File: config.mk
export PLATFORM = sky130hd
export DESIGN_NAME = ifm_serial_loader_flat
export DESIGN_NICKNAME = d
export VERILOG_FILES = /design/src/rtl/ifm_serial_loader_pkg.sv /design/src/rtl/ifm_serial_loader_if.sv /design/src/rtl/ifm_load_ctrl.sv /design/src/rtl/ifm_serial_loader.sv /design/src/flat_wrapper.sv
export SDC_FILE = /design/constraint.sdc
export NUM_CORES = 1
export LEC_CHECK = 0
export ABC_CLOCK_PERIOD_IN_PS = 4700
export BUFFER_PORTS_ARGS = -buffer_cell sky130_fd_sc_hd__buf_2
export CAP_MARGIN = 30
export CORE_MARGIN = 3
export CORE_UTILIZATION = 38
export CTS_CLUSTER_SIZE = 28
export DETAILED_ROUTE_END_ITERATION = 16
export PLACE_DENSITY = 0.69
export SETUP_SLACK_MARGIN = 0.4
export SLEW_MARGIN = 0
export SYNTH_ARGS = -nofsm -noshare
export SYNTH_HDL_FRONTEND = slang
export SYNTH_SLANG_ARGS = --single-unit
export TNS_END_PERCENT = 20
File: constraint.sdc
create_clock -name clk -period 4.7 [get_ports clk]
set_input_delay 0.705 -clock clk [delete_from_list [all_inputs] [get_ports clk]]
set_output_delay 0.705 -clock clk [all_outputs]
set_load 0.1 [all_outputs]
File: src/rtl/ifm_serial_loader_pkg.sv
// Shared constants and types for the IFM serial loader.
package ifm_serial_loader_pkg;

    localparam int PIX_W = 4;
    localparam int N_PIX = 32;
    localparam int IFM_W = N_PIX * PIX_W;

    typedef enum logic [1:0] {
        ST_IDLE = 2'd0,
        ST_LOAD = 2'd1,
        ST_SEND = 2'd2,
        ST_WAIT = 2'd3
    } load_state_t;

    // Index width for an N-entry frame; at least one bit so a
    // single-pixel frame still has a legal counter.
    function automatic int idx_w(input int n);
        return (n > 1) ? $clog2(n) : 1;
    endfunction

endpackage

File: src/rtl/ifm_serial_loader_if.sv
// Pixel-stream and frame-bus signals between upstream, loader and the
// convolution stage.
interface ifm_serial_loader_if #(
    parameter int PIX_W = ifm_serial_loader_pkg::PIX_W,
    parameter int N_PIX = ifm_serial_loader_pkg::N_PIX
);
    logic                   in_valid;
    logic                   in_start;
    logic [PIX_W-1:0]       In_pixel;
    logic                   in_ready;
    logic                   conv_out_valid;
    logic                   out_valid;
    logic [N_PIX*PIX_W-1:0] Out_IFM;
    logic                   frame_err;

    modport master (
        output in_valid, in_start, In_pixel, conv_out_valid,
        input  in_ready, out_valid, Out_IFM, frame_err
    );

    modport slave (
        input  in_valid, in_start, In_pixel, conv_out_valid,
        output in_ready, out_valid, Out_IFM, frame_err
    );
endinterface

File: src/rtl/ifm_load_ctrl.sv
// Frame sequencing FSM and pixel index counter for the IFM loader.
//
//   state   | meaning
//   --------+-------------------------------------------------------
//   IDLE    | waiting for a pixel flagged as frame start
//   LOAD    | storing pixels at the counter index until the frame fills
//   SEND    | one-cycle frame strobe to the convolution stage
//   WAIT    | input blocked until convolution reports its result
module ifm_load_ctrl #(
    parameter int N_PIX = ifm_serial_loader_pkg::N_PIX,
    parameter int CNT_W = ifm_serial_loader_pkg::idx_w(N_PIX)
) (
    input  logic             clk,
    input  logic             rst_n,
    input  logic             in_valid,
    input  logic             in_start,
    input  logic             conv_out_valid,
    output logic             in_ready,
    output logic             out_valid,
    output logic             frame_err,
    output logic             wr_en,
    output logic [CNT_W-1:0] wr_idx
);
    import ifm_serial_loader_pkg::*;

    localparam logic [CNT_W-1:0] LAST_IDX = CNT_W'(N_PIX - 1);
    localparam bit               SINGLE   = (N_PIX == 1);

    load_state_t      state;
    logic [CNT_W-1:0] cnt;
    logic             accept;

    assign accept = in_valid && in_ready;

    // A start pixel always lands in slot 0; otherwise only LOAD stores.
    assign wr_en  = accept && (in_start || (state == ST_LOAD));
    assign wr_idx = in_start ? '0 : cnt;

    // Sequencing FSM; in_ready is registered so it stays low through reset
    // and only rises on the first edge after release.
    always_ff @(posedge clk or negedge rst_n) begin
        if (!rst_n) begin
            state     <= ST_IDLE;
            cnt       <= '0;
            in_ready  <= 1'b0;
            out_valid <= 1'b0;
            frame_err <= 1'b0;
        end else begin
            out_valid <= 1'b0;
            frame_err <= 1'b0;
            case (state)
                ST_IDLE: begin
                    in_ready <= 1'b1;
                    if (accept) begin
                        if (in_start) begin
                            if (SINGLE) begin
                                cnt       <= '0;
                                state     <= ST_SEND;
                                in_ready  <= 1'b0;
                                out_valid <= 1'b1;
                            end else begin
                                cnt   <= CNT_W'(1);
                                state <= ST_LOAD;
                            end
                        end else begin
                            frame_err <= 1'b1;
                        end
                    end
                end
                ST_LOAD: begin
                    if (accept) begin
                        if (in_start) begin
                            cnt       <= CNT_W'(1);
                            frame_err <= 1'b1;
                        end else if (cnt == LAST_IDX) begin
                            cnt       <= '0;
                            state     <= ST_SEND;
                            in_ready  <= 1'b0;
                            out_valid <= 1'b1;
                        end else begin
                            cnt <= cnt + CNT_W'(1);
                        end
                    end
                end
                ST_SEND: begin
                    state <= ST_WAIT;
                end
                ST_WAIT: begin
                    if (conv_out_valid) begin
                        state    <= ST_IDLE;
                        in_ready <= 1'b1;
                    end
                end
                default: begin
                    state    <= ST_IDLE;
                    cnt      <= '0;
                    in_ready <= 1'b0;
                end
            endcase
        end
    end

endmodule

File: src/rtl/ifm_serial_loader.sv
// Collects a serial pixel stream into a full IFM frame register and hands
// it to the convolution stage with a one-cycle strobe.
module ifm_serial_loader #(
    parameter int PIX_W = ifm_serial_loader_pkg::PIX_W,
    parameter int N_PIX = ifm_serial_loader_pkg::N_PIX
) (
    input  logic                clk,
    input  logic                rst_n,
    ifm_serial_loader_if.slave  bus
);
    import ifm_serial_loader_pkg::*;

    localparam int CNT_W = idx_w(N_PIX);

    logic             wr_en;
    logic [CNT_W-1:0] wr_idx;
    logic [PIX_W-1:0] frame_q [N_PIX];

    ifm_load_ctrl #(
        .N_PIX (N_PIX),
        .CNT_W (CNT_W)
    ) u_ctrl (
        .clk            (clk),
        .rst_n          (rst_n),
        .in_valid       (bus.in_valid),
        .in_start       (bus.in_start),
        .conv_out_valid (bus.conv_out_valid),
        .in_ready       (bus.in_ready),
        .out_valid      (bus.out_valid),
        .frame_err      (bus.frame_err),
        .wr_en          (wr_en),
        .wr_idx         (wr_idx)
    );

    // Frame slots are written one at a time; a restart only rewrites slot 0
    // and the rest are replaced as the new frame fills.
    always_ff @(posedge clk or negedge rst_n) begin
        if (!rst_n) begin
            for (int i = 0; i < N_PIX; i++) begin
                frame_q[i] <= '0;
            end
        end else if (wr_en) begin
            frame_q[wr_idx] <= bus.In_pixel;
        end
    end

    // Slot k maps to bits k*PIX_W upward of the frame bus.
    for (genvar k = 0; k < N_PIX; k++) begin : g_pack
        assign bus.Out_IFM[k*PIX_W +: PIX_W] = frame_q[k];
    end

endmodule

File: src/flat_wrapper.sv
// flat-port wrapper written by rule: the top's interface ports become plain ports
module ifm_serial_loader_flat import ifm_serial_loader_pkg::*;
#(
    parameter int PIX_W = ifm_serial_loader_pkg::PIX_W,
    parameter int N_PIX = ifm_serial_loader_pkg::N_PIX
)
  (clk, rst_n, bus_in_valid, bus_in_start, bus_In_pixel, bus_conv_out_valid, bus_in_ready, bus_out_valid, bus_Out_IFM, bus_frame_err);
  ifm_serial_loader_if #(.PIX_W(PIX_W), .N_PIX(N_PIX)) bus_i ();
  input  logic clk;
  input  logic rst_n;
  input wire logic [$bits(bus_i.in_valid)-1:0] bus_in_valid;
  input wire logic [$bits(bus_i.in_start)-1:0] bus_in_start;
  input wire logic [$bits(bus_i.In_pixel)-1:0] bus_In_pixel;
  input wire logic [$bits(bus_i.conv_out_valid)-1:0] bus_conv_out_valid;
  output wire logic [$bits(bus_i.in_ready)-1:0] bus_in_ready;
  output wire logic [$bits(bus_i.out_valid)-1:0] bus_out_valid;
  output wire logic [$bits(bus_i.Out_IFM)-1:0] bus_Out_IFM;
  output wire logic [$bits(bus_i.frame_err)-1:0] bus_frame_err;
  assign bus_i.in_valid = bus_in_valid;
  assign bus_i.in_start = bus_in_start;
  assign bus_i.In_pixel = bus_In_pixel;
  assign bus_i.conv_out_valid = bus_conv_out_valid;
  assign bus_in_ready = bus_i.in_ready;
  assign bus_out_valid = bus_i.out_valid;
  assign bus_Out_IFM = bus_i.Out_IFM;
  assign bus_frame_err = bus_i.frame_err;
  ifm_serial_loader #(.PIX_W(PIX_W), .N_PIX(N_PIX)) u_core (.clk(clk), .rst_n(rst_n), .bus(bus_i));
endmodule
==> results.py, run 1 <==
metrics = {
    "run_status": {
        "status": "completed",
    },
    "timing": {
        "relSlewSlack_pct": 42.55,
        "worst_slew_pin_slew_ns": 0.8617,
        "fin_ws_ns": 2.021,
        "maxClockFrequency_ghz": 0.3733,
        "period_minus_slack_ns": 2.679,
        "hold_viol": 0,
        "skew_ns": 0.006175,
        "finalSetupTns_ns": 0,
        "final-setup-viol-count": 0,
        "slew_violations": 0,
        "finalCritPeriodShare_pct": 56.99,
        "whs_ns": 0.3814,
        "rsz0062_at_grt": "no",
    },
    "floorplanning": {
        "num_rows": 43,
        "die_area_sq_um": 16390,
        "die_y_um": 128.0,
        "core_sq_um": 14200,
        "pin_count": 140,
        "die_x_um": 128.0,
        "start_util_pct": 39.83,
    },
    "cts": {
        "clockBufferDepth": 2,
        "cts-resized-gates": 0,
        "ctsHoldBuffers": 0,
        "cts.sinks": 138,
        "postCtsSetupRepairBufs": 0,
        "cts-root-buf": "clkbuf_16",
        "insertion_delay_ns": 0.41,
        "clk_pin_slew_ns": 0.05,
        "cts_tree": "yes",
        "cts_buffers": 17,
        "ctsHtreeMaxLevel": 4,
    },
    "worst_setup_path": {
        "slowest_delay_ns": 0.49,
        "critPathCaptureType": "register",
        "criticalPathCategory": "reg2reg",
        "cp.required_ns": 4.99,
        "setup.worst_path.start_class": "register",
        "worstPathCellList": "inv_1 > ha_1 > inv_1 > ha_1 > nand2b_1 > nor4_4 > and2_0 > mux2_1",
        "cp.arrival_ns": 2.96,
        "path_max_fanout": 8,
        "cpMaxStageDelayCell": "nor4_4",
    },
    "yosys": {
        "synth_seq_area_share_pct": 61.05,
        "synth.most_common_cell": "dfrtp_1",
        "ys_ff_latch": 138,
        "synthesis.nets": 404,
        "yosys.area.top_type": "dfrtp_1",
        "synth_area_leaders": "dfrtp_1 (61%), mux2_2 (24%), ha_1 (2.0%)",
        "syn_area_per_cell_sq_um": 14.65,
        "synth_edf_count": 0,
        "synth_flop_cell": "dfrtp_1",
        "netlist_area_sq_um": 5657,
        "yosys-top-cells-count": "dfrtp_1 (138), mux2_2 (122), nand2_1 (28), clkbuf_1 (12), ha_1 (9)",
        "ys_warn_count": 0,
        "ys_types": 35,
        "synthArstFlopShare_pct": 100.0,
        "synth_cells": 386,
        "yosysTopAreaCellShare_pct": 61.05,
    },
    "global_route": {
        "grt_pass1_vias": 4024,
        "grt_max_degree": 97,
        "grt_pass1_wl_um": 22250,
        "antenna_found_initial": 0,
        "grt_overflow": 0,
        "grt_usage_pct": 17.83,
    },
    "drt": {
        "wire_per_inst_um": 19.29,
        "dr.first_iter.drc_count": 185,
        "totalWireLength_um": 13910,
        "dr.pass1.iters": 4,
        "ant_nets": 0,
        "drc": 0,
        "num_vias": 3665,
        "via_per_inst": 5.083,
    },
    "power_and_ir_drop": {
        "power.leakage_nw": 3.876,
        "total_power_mw": 4.446,
        "ir_worst_vdd_uv": 468.7,
        "powerDensity_nw_per_um2": 626.5,
    },
    "finish": {
        "area_delta_synth_final_pct": 25.46,
        "antenna_cells": 0,
        "drive_gt1_share_pct": 55.64,
        "final_nets": 547,
    },
    "placement": {
        "routabilityCongestion": 0.7474,
        "dp_slack_ns": 1.684,
        "port-buffer-count": 139,
        "dp_hpwl_um": 9433,
    },
    "min_path": {
        "min_path_type": "in2async",
    },
    "job": {
        "drv_cap": 0,
    },
}
==> cells by family (layout without fill, tap and decap cells) <==
kind of cell	after synthesis	after routing	share of synthesized area, %
flip-flops	138	138	61.05
adder cells (fa/ha/maj)	9	9	1.991
AO/OA/AOI/OAI	19	19	2.323
buffers and inverters	21	176	1.526
AND/OR/NAND/NOR	69	69	7.256
multiplexers	130	130	25.86
==> flip-flops by register name, summed over array words and instances (netlist names) <==
signal / flops
u_core.u_ctrl.state: 2
u_core.bus.Out_IFM: 128
u_core.u_ctrl.out_valid: 1
u_core.u_ctrl.cnt: 5
u_core.u_ctrl.frame_err: 1
u_core.u_ctrl.in_ready: 1
==> worst paths after layout <==
| kind | from | endpoint | slack [ns] | depth (start not counted) |
|---|---|---|---|---|
| max reg2reg | u_core.u_ctrl.state[1]$_DFFE_PN0P_ | u_core.bus.Out_IFM[4]$_DFFE_PN0P_ | 2.02 | 8 |
| min in group clk | u_core.bus.Out_IFM[58]$_DFFE_PN0P_ | u_core.bus.Out_IFM[58]$_DFFE_PN0P_ | 0.49 | 1 |
| min reg2reg | u_core.bus.Out_IFM[58]$_DFFE_PN0P_ | u_core.bus.Out_IFM[58]$_DFFE_PN0P_ | 0.49 | 1 |
| max in group asynchronous | rst_n | u_core.bus.Out_IFM[32]$_DFFE_PN0P_ | 3.21 | 2 |
| max | u_core.u_ctrl.state[1]$_DFFE_PN0P_ | u_core.bus.Out_IFM[4]$_DFFE_PN0P_ | 2.02 | 8 |
| min | rst_n | u_core.bus.Out_IFM[116]$_DFFE_PN0P_ | 0.38 | 1 |
==> layout make-up <==
cell class	instances	area, sq um
multi-input combinational	227	2117
inverter	5	18.77
sequential	138	3453
timing repair buffer	140	709.4
clock inverter	7	91.34
tap	180	225.2
fill	1255	7107
clock buffer	24	481.7
==> where the power goes <==
| part | switching [mW] | total (mW) | internal [mW] |
|---|---|---|---|
| registers | 0.116 | 1.47 | 1.36 |
| logic | 1.40 | 1.69 | 0.286 |
| clock network | 0.464 | 1.28 | 0.818 |
| total | 1.98 | 4.45 | 2.46 |
==> placed cells by master (no fill, tap or decap), drive strengths merged, types with 3 or more instances in the layout <==
master | Yosys | final
dfrtp | 138 | 138
nand2 | 28 | 28
inv | 5 | 5
mux2 | 129 | 129
o31ai | 3 | 3
a21oi | 4 | 4
clkinv | 0 | 4
nor3 | 9 | 9
nor2 | 8 | 8
nand2b | 7 | 7
nor4 | 4 | 4
buf | 4 | 140
nand3 | 4 | 4
clkbuf | 12 | 24
o21ai | 7 | 7
ha | 9 | 9
==> stage by stage <==
stage          utilization (%)  std cells  instance area [sq um]
6_report                 49.96        721                   7097
5_1_grt                  49.96        721                   7097
4_1_cts                  49.96        721                   7097
3_5_place_dp             45.93        690                   6524
3_3_place_gp             45.93        690                   6524
2_1_floorplan                -        386                   5657
==> routing by layer <==
metal / wire (um) / up-vias / GRT usage [%]
met5: 0 / - / 0
met2: 6815 / 111 / 28.90
li1: - / 1657 / -
met3: 1072 / 11 / 7.167
met4: 123 / 0 / 4.370
met1: 5896 / 1886 / 22.44
==> critical path: cells and delay by family (launching register included) <==
family / cells / cell delay (ns)
and+or+nand+nor: 3 / 1.05
adders and majority gates: 2 / 0.56
DFF: 1 / 0.41
muxes: 1 / 0.35
buffers and inverters: 2 / 0.19
Power figures use the tool's default switching activity.
==> inputs of run 2 (changes only) <==
--- a/config.mk
+++ b/config.mk
@@ -5,7 +5,8 @@
 export SDC_FILE = /design/constraint.sdc
 export NUM_CORES = 1
 export LEC_CHECK = 0
-export ABC_CLOCK_PERIOD_IN_PS = 4700
+export ABC_AREA = 1
+export ABC_CLOCK_PERIOD_IN_PS = 2700
 export BUFFER_PORTS_ARGS = -buffer_cell sky130_fd_sc_hd__buf_2
 export CAP_MARGIN = 30
 export CORE_MARGIN = 3
==> constraint.sdc (replaced) <==
create_clock -name clk -period 2.7 [get_ports clk]
set_input_delay 0.405 -clock clk [delete_from_list [all_inputs] [get_ports clk]]
set_output_delay 0.405 -clock clk [all_outputs]
set_load 0.1 [all_outputs]
==> results.py, run 2 <==
metrics = {
    "placement": {
        "dp.cells": 1032,
        "dp_hpwl_um": 11450,
        "port-buffer-count": 139,
        "routabilityCongestion": 0.8795,
    },
    "cts": {
        "clockBufferDepth": 2,
        "insertion_delay_ns": 0.42,
        "cts_tree": "yes",
        "cts-root-buf": "clkbuf_16",
        "postCtsSetupRepairBufs": 0,
        "clk_pin_slew_ns": 0.06,
        "cts_buffers": 17,
        "ctsHtreeMaxLevel": 4,
        "cts.sinks": 138,
    },
    "drt": {
        "totalWireLength_um": 17030,
        "ant_nets": 0,
        "dr.first_iter.drc_count": 430,
        "drc": 0,
        "dr.pass1.iters": 4,
        "wire_per_inst_um": 16.00,
        "via_per_inst": 4.887,
        "num_vias": 5200,
    },
    "global_route": {
        "grt_usage_pct": 20.93,
        "grt_pass1_vias": 4967,
        "antenna_found_initial": 0,
        "grt_pass1_wl_um": 26780,
        "grt_max_degree": 76,
        "grt_overflow": 0,
    },
    "timing": {
        "finalCritPeriodShare_pct": 82.88,
        "worst_slew_pin_slew_ns": 0.8312,
        "skew_ns": 0.007864,
        "period_minus_slack_ns": 2.238,
        "finalSetupTns_ns": 0,
        "slew_violations": 0,
        "rsz0062_at_grt": "yes",
        "whs_ns": -0.003299,
        "relSlewSlack_pct": 44.59,
        "final-setup-viol-count": 0,
        "hold_viol": 3,
        "maxClockFrequency_ghz": 0.4469,
    },
    "finish": {
        "final_nets": 885,
        "nFillCells": 1392,
        "final_cells": 1064,
        "largest_reg_flops": 128,
        "antenna_cells": 0,
        "postLayoutCoreUtil_pct": 50.14,
        "final_common_cell": "nand2_1",
        "drive_gt1_share_pct": 22.39,
        "final_cell_mix": "nand2_1 (442), buf_2 (138), dfrtp_1 (138)",
        "area_delta_synth_final_pct": 27.18,
    },
    "min_path": {
        "min_path_type": "in2async",
    },
    "floorplanning": {
        "pin_count": 140,
        "die_y_um": 129.5,
        "die_x_um": 129.5,
        "die_area_sq_um": 16770,
        "start_util_pct": 39.43,
        "core_sq_um": 14700,
        "num_rows": 44,
    },
    "yosys": {
        "synthesis.nets": 739,
        "netlist_area_sq_um": 5796,
        "yosysTopAreaCellShare_pct": 59.59,
        "synthArstFlopShare_pct": 100.0,
        "yosys-top-cells-count": "nand2_1 (443), dfrtp_1 (138), nor2_1 (53), nand3_1 (28), inv_1 (14)",
        "ys_ff_latch": 138,
        "ys_types": 18,
        "synth_cells": 721,
        "synth_area_leaders": "dfrtp_1 (60%), nand2_1 (29%), nor2_1 (3.4%)",
        "synth.most_common_cell": "nand2_1",
        "yosys.area.top_type": "dfrtp_1",
        "synth_edf_count": 0,
        "synth_seq_area_share_pct": 59.59,
        "ys_warn_count": 0,
        "synth_flop_cell": "dfrtp_1",
        "syn_area_per_cell_sq_um": 8.038,
    },
    "worst_setup_path": {
        "r2r_start": "u_core.u_ctrl.state[1]$_DFFE_PN0P_",
        "slowest_delay_ns": 0.43,
        "worstPathCellList": "inv_1 > ha_1 > inv_1 > ha_1 > nor2_2 > nand3_2 > nor2_1 > nand2_1 > nand2_1",
        "crit_family": "simple AND/OR/NAND/NOR gates",
        "cp.arrival_ns": 2.59,
        "setup.worst_path.start_class": "register",
        "cp.required_ns": 3.06,
        "critPathLaunch": "u_core.u_ctrl.state[1]$_DFFE_PN0P_",
        "path_buf_inv": 2,
        "critPathCaptureType": "register",
        "criticalPathCategory": "reg2reg",
        "cpMaxStageDelayCell": "dfrtp_1",
        "path_max_fanout": 7,
    },
    "power_and_ir_drop": {
        "powerDensity_nw_per_um2": 1037,
        "total_power_mw": 7.640,
        "power.leakage_nw": 4.371,
        "ir_worst_vdd_uv": 909.9,
    },
    "run_status": {
        "violations": "negative hold slack",
        "status": "finished, violations left",
    },
    "job": {
        "drv_cap": 0,
    },
}
[run 2: cell count changes in the layout (fill, tap and decap cells not counted), sizes merged, moves of 8 or more]
cell	previous run	this run
nand2	28	443
mux2	129	0
nor2	8	55
nand3	4	28
inv	5	18
nor3	9	1
[run 2: power breakdown]
part	internal, mW	switching, mW
combinational	0.398	2.30
sequential	2.33	0.198
clock	1.55	0.867
[run 2: layer usage]
metal  share of wire, %  track usage [%]  routed length (um)  vias to the layer above
met1                 46            28.40                7803                     2504
met2                 45            32.13                7717                      169
met5                  0                0                   0                        -
met3                7.6            6.801                1299                       20
met4                1.2            6.601                 206                        0
li1                   -                -                   -                     2507
[run 2: per-stage QoR]
| stage | hold slack, ns | cell area [sq um] | worst slack [ns] |
|---|---|---|---|
| 2_1_floorplan | 0.1094 | 5796 | 0.7067 |
| 3_3_place_gp | 0.4493 | 6708 | 0.4706 |
| 3_5_place_dp | 0.4545 | 6708 | 0.3843 |
| 4_1_cts | 0.03005 | 7318 | 0.3968 |
| 5_1_grt | 0.05684 | 7371 | 0.2889 |
| 6_report | -0.003299 | 7371 | 0.4623 |
[run 2: kinds of logic after synthesis]
logic type / Yosys count / share of synthesized area, %
AND/OR/NAND/NOR: 530 / 35.19
AO/OA/AOI/OAI: 7 / 0.6477
buffers and inverters: 37 / 2.634
flip-flops: 138 / 59.59
adder cells (fa/ha/maj): 9 / 1.943
[run 2: final cells by class]
type,count,area (sq um),share of cell area [%]
tap,184,230.2,3.123
inverter,18,67.56,0.9167
timing repair buffer,146,767.0,10.41
multi-input combinational,546,2245,30.45
sequential,138,3453,46.85
clock inverter,7,112.6,1.528
clock buffer,25,495.5,6.722
[run 2: final timing paths]
check / end / slack (ns) / cells after the start
max: u_core.bus.Out_IFM[32]$_DFFE_PN0P_ / 0.46 / 9
min: u_core.bus.Out_IFM[56]$_DFFE_PN0P_ / -0.003 / 1
max reg2reg: u_core.bus.Out_IFM[32]$_DFFE_PN0P_ / 0.46 / 9
min reg2reg: u_core.bus.Out_IFM[13]$_DFFE_PN0P_ / 0.46 / 2
max in group asynchronous: u_core.bus.Out_IFM[23]$_DFFE_PN0P_ / 1.85 / 2
min in group clk: u_core.u_ctrl.out_valid$_DFF_PN0_ / 0.36 / 3
[run 2: timing repair]
action	4_1_cts	5_1_grt
hold buffers	0	0
pin swaps	0	0
cloned	0	0
endpoints found under the hold margin	0	0
setup endpoints to repair	5	111
resized for setup	1	16
==> inputs of run 3 (changes only) <==
--- a/config.mk
+++ b/config.mk
@@ -5,8 +5,8 @@
 export SDC_FILE = /design/constraint.sdc
 export NUM_CORES = 1
 export LEC_CHECK = 0
-export ABC_AREA = 1
-export ABC_CLOCK_PERIOD_IN_PS = 2700
+export ABC_AREA = 0
+export ABC_CLOCK_PERIOD_IN_PS = 2300
 export BUFFER_PORTS_ARGS = -buffer_cell sky130_fd_sc_hd__buf_2
 export CAP_MARGIN = 30
 export CORE_MARGIN = 3
==> constraint.sdc (replaced) <==
create_clock -name clk -period 2.3 [get_ports clk]
set_input_delay 0.345 -clock clk [delete_from_list [all_inputs] [get_ports clk]]
set_output_delay 0.345 -clock clk [all_outputs]
set_load 0.1 [all_outputs]
==> results.py, run 3 (same netlist as run 1, synthesis figures left out) <==
metrics = {
    "placement": {
        "dp.cells": 705,
        "port-buffer-count": 139,
        "routabilityCongestion": 0.8143,
        "dp_hpwl_um": 9734,
    },
    "finish": {
        "largest_reg_flops": 128,
        "final_cells": 750,
        "area_delta_synth_final_pct": 33.36,
        "final_nets": 576,
        "final_common_cell": "buf_2",
        "drive_gt1_share_pct": 61.75,
        "antenna_cells": 0,
        "nFillCells": 1235,
        "final_cell_mix": "buf_2 (138), dfrtp_1 (134), mux2_2 (99)",
    },
    "floorplanning": {
        "die_y_um": 128.0,
        "die_area_sq_um": 16390,
        "die_x_um": 128.0,
        "start_util_pct": 39.83,
        "core_sq_um": 14200,
        "pin_count": 140,
        "num_rows": 43,
    },
    "global_route": {
        "use_met1_pct": 22.41,
        "antenna_found_initial": 0,
        "grt_pass1_vias": 4205,
        "grt_usage_pct": 18.32,
        "met3_usage_pct": 5.792,
        "grt_overflow": 0,
        "grt_max_degree": 61,
        "grt_pass1_wl_um": 23090,
        "grt-busiest-layer": "met2",
        "grt_util_met2_pct": 30.90,
    },
    "worst_setup_path": {
        "setup.worst_path.start_class": "register",
        "criticalPathCategory": "reg2reg",
        "cp.required_ns": 2.59,
        "path_max_fanout": 4,
        "cp.arrival_ns": 2.40,
        "critPathCaptureType": "register",
    },
    "timing": {
        "final-setup-viol-count": 0,
        "relSlewSlack_pct": 50.64,
        "hold_viol": 0,
        "period_minus_slack_ns": 2.105,
        "skew_ns": 0.008335,
        "maxClockFrequency_ghz": 0.4751,
        "worst_slew_pin_slew_ns": 0.7404,
        "slew_violations": 0,
        "whs_ns": 0.2698,
        "finalSetupTns_ns": 0,
        "rsz0062_at_grt": "yes",
        "finalCritPeriodShare_pct": 91.51,
    },
    "drt": {
        "dr.pass1.iters": 4,
        "drc": 0,
        "wire_per_inst_um": 19.25,
        "ant_nets": 0,
        "num_vias": 3798,
        "dr.first_iter.drc_count": 135,
        "totalWireLength_um": 14430,
        "via_per_inst": 5.064,
    },
    "cts": {
        "clk_pin_slew_ns": 0.06,
        "ctsHtreeMaxLevel": 4,
        "cts_tree": "yes",
        "cts.sinks": 138,
        "insertion_delay_ns": 0.41,
        "cts_buffers": 17,
        "clockBufferDepth": 2,
        "cts-root-buf": "clkbuf_16",
    },
    "power_and_ir_drop": {
        "total_power_mw": 9.398,
        "switchingPower_mw": 4.177,
        "p_int_mw": 5.221,
        "ir_worst_vdd_uv": 838.6,
        "power.leakage_nw": 4.114,
        "clkPwrFrac_pct": 28.4,
        "switching_share_pct": 44.45,
        "powerDensity_nw_per_um2": 1246,
        "seq_power_share_pct": 31.9,
        "p_comb_share_pct": 39.8,
    },
    "min_path": {
        "min_path_type": "in2reg",
    },
    "job": {
        "drv_cap": 0,
    },
    "run_status": {
        "status": "completed",
    },
}
run 3: cell types whose count changed in the layout (fill, tap and decap cells not counted), moves of 4 or more:
cell | previous run | this run
mux2_2 | 0 | 99
nand2b_1 | 0 | 5
nand3_1 | 25 | 4
nor2_2 | 14 | 0
mux2_4 | 0 | 25
mux2_1 | 0 | 5
inv_1 | 14 | 3
buf_4 | 6 | 26
nor2_1 | 41 | 8
nand2_1 | 442 | 25
dfrtp_1 | 138 | 134
run 3: power by group through the flow:
stage               registers, mW  logic [mW]  clock network (mW)
global placement             3.02        3.57                   0
CTS                          3.00        3.69                2.74
floorplan                    5.24       0.727                   0
detailed placement           3.04        3.61                   0
finish                       3.00        3.74                2.67
global route                 3.04        3.88                2.85
run 3: layout make-up:
type / count / area (sq um) / share of cell area, %
clock inverters: 10 / 116.4 / 1.543
multi-input cells: 227 / 2298 / 30.47
flip-flops and latches: 138 / 3461 / 45.88
repair buffers: 169 / 953.4 / 12.64
well taps: 180 / 225.2 / 2.986
inverters: 5 / 18.77 / 0.2488
clock buffers: 21 / 470.5 / 6.237
run 3: through the flow:
step | utilization, % | worst slack, ns | instance area [sq um]
final | 53.11 | 0.1952 | 7543
after global routing | 53.11 | 0.1322 | 7543
after CTS | 52.38 | 0.1675 | 7440
after detailed placement | 47.37 | -0.06627 | 6728
after global placement | 47.37 | 0.04837 | 6728
after floorplan | - | 0.07274 | 5742
run 3: layer usage:
layer  wire length (um)  share of wire [%]
met5                  0                  0
met4                231                1.6
met3                847                5.9
met2               7297                 51
met1               6058                 42
run 3: final timing paths:
kind / start / end / slack (ns) / cells past startpoint
worst max register to register: u_core.u_ctrl.state[1]$_DFFE_PN0P_ / u_core.bus.Out_IFM[126]$_DFFE_PN0P_ / 0.20 / 9
worst min-delay path: bus_in_valid / u_core.u_ctrl.out_valid$_DFF_PN0_ / 0.27 / 3
worst max-delay path: u_core.u_ctrl.state[1]$_DFFE_PN0P_ / u_core.bus.Out_IFM[126]$_DFFE_PN0P_ / 0.20 / 9
min in group asynchronous: rst_n / u_core.bus.Out_IFM[113]$_DFFE_PN0P_ / 0.48 / 2
worst min register to register: u_core.bus.Out_IFM[56]$_DFFE_PN0P_ / u_core.bus.Out_IFM[56]$_DFFE_PN0P_ / 0.49 / 1
max in group asynchronous: rst_n / u_core.bus.Out_IFM[71]$_DFFE_PN0P_ / 1.13 / 3
run 3: what timing repair did:
action                                 CTS  global route
setup endpoints to repair              106           124
resized for setup                       15            18
endpoints found under the hold margin   56             0
hold buffers                             1             0
pin swaps                                4             2
buffers inserted                         8             5
run 3: critical path: stages, from the launching register on:
cell,delay (ns)
dfrtp_1,0.40
inv_2,0.09
ha_4,0.14
inv_2,0.04
ha_4,0.15
nand2b_4,0.13
or2_4,0.26
buf_6,0.15
nor3_4,0.30
mux2_4,0.34
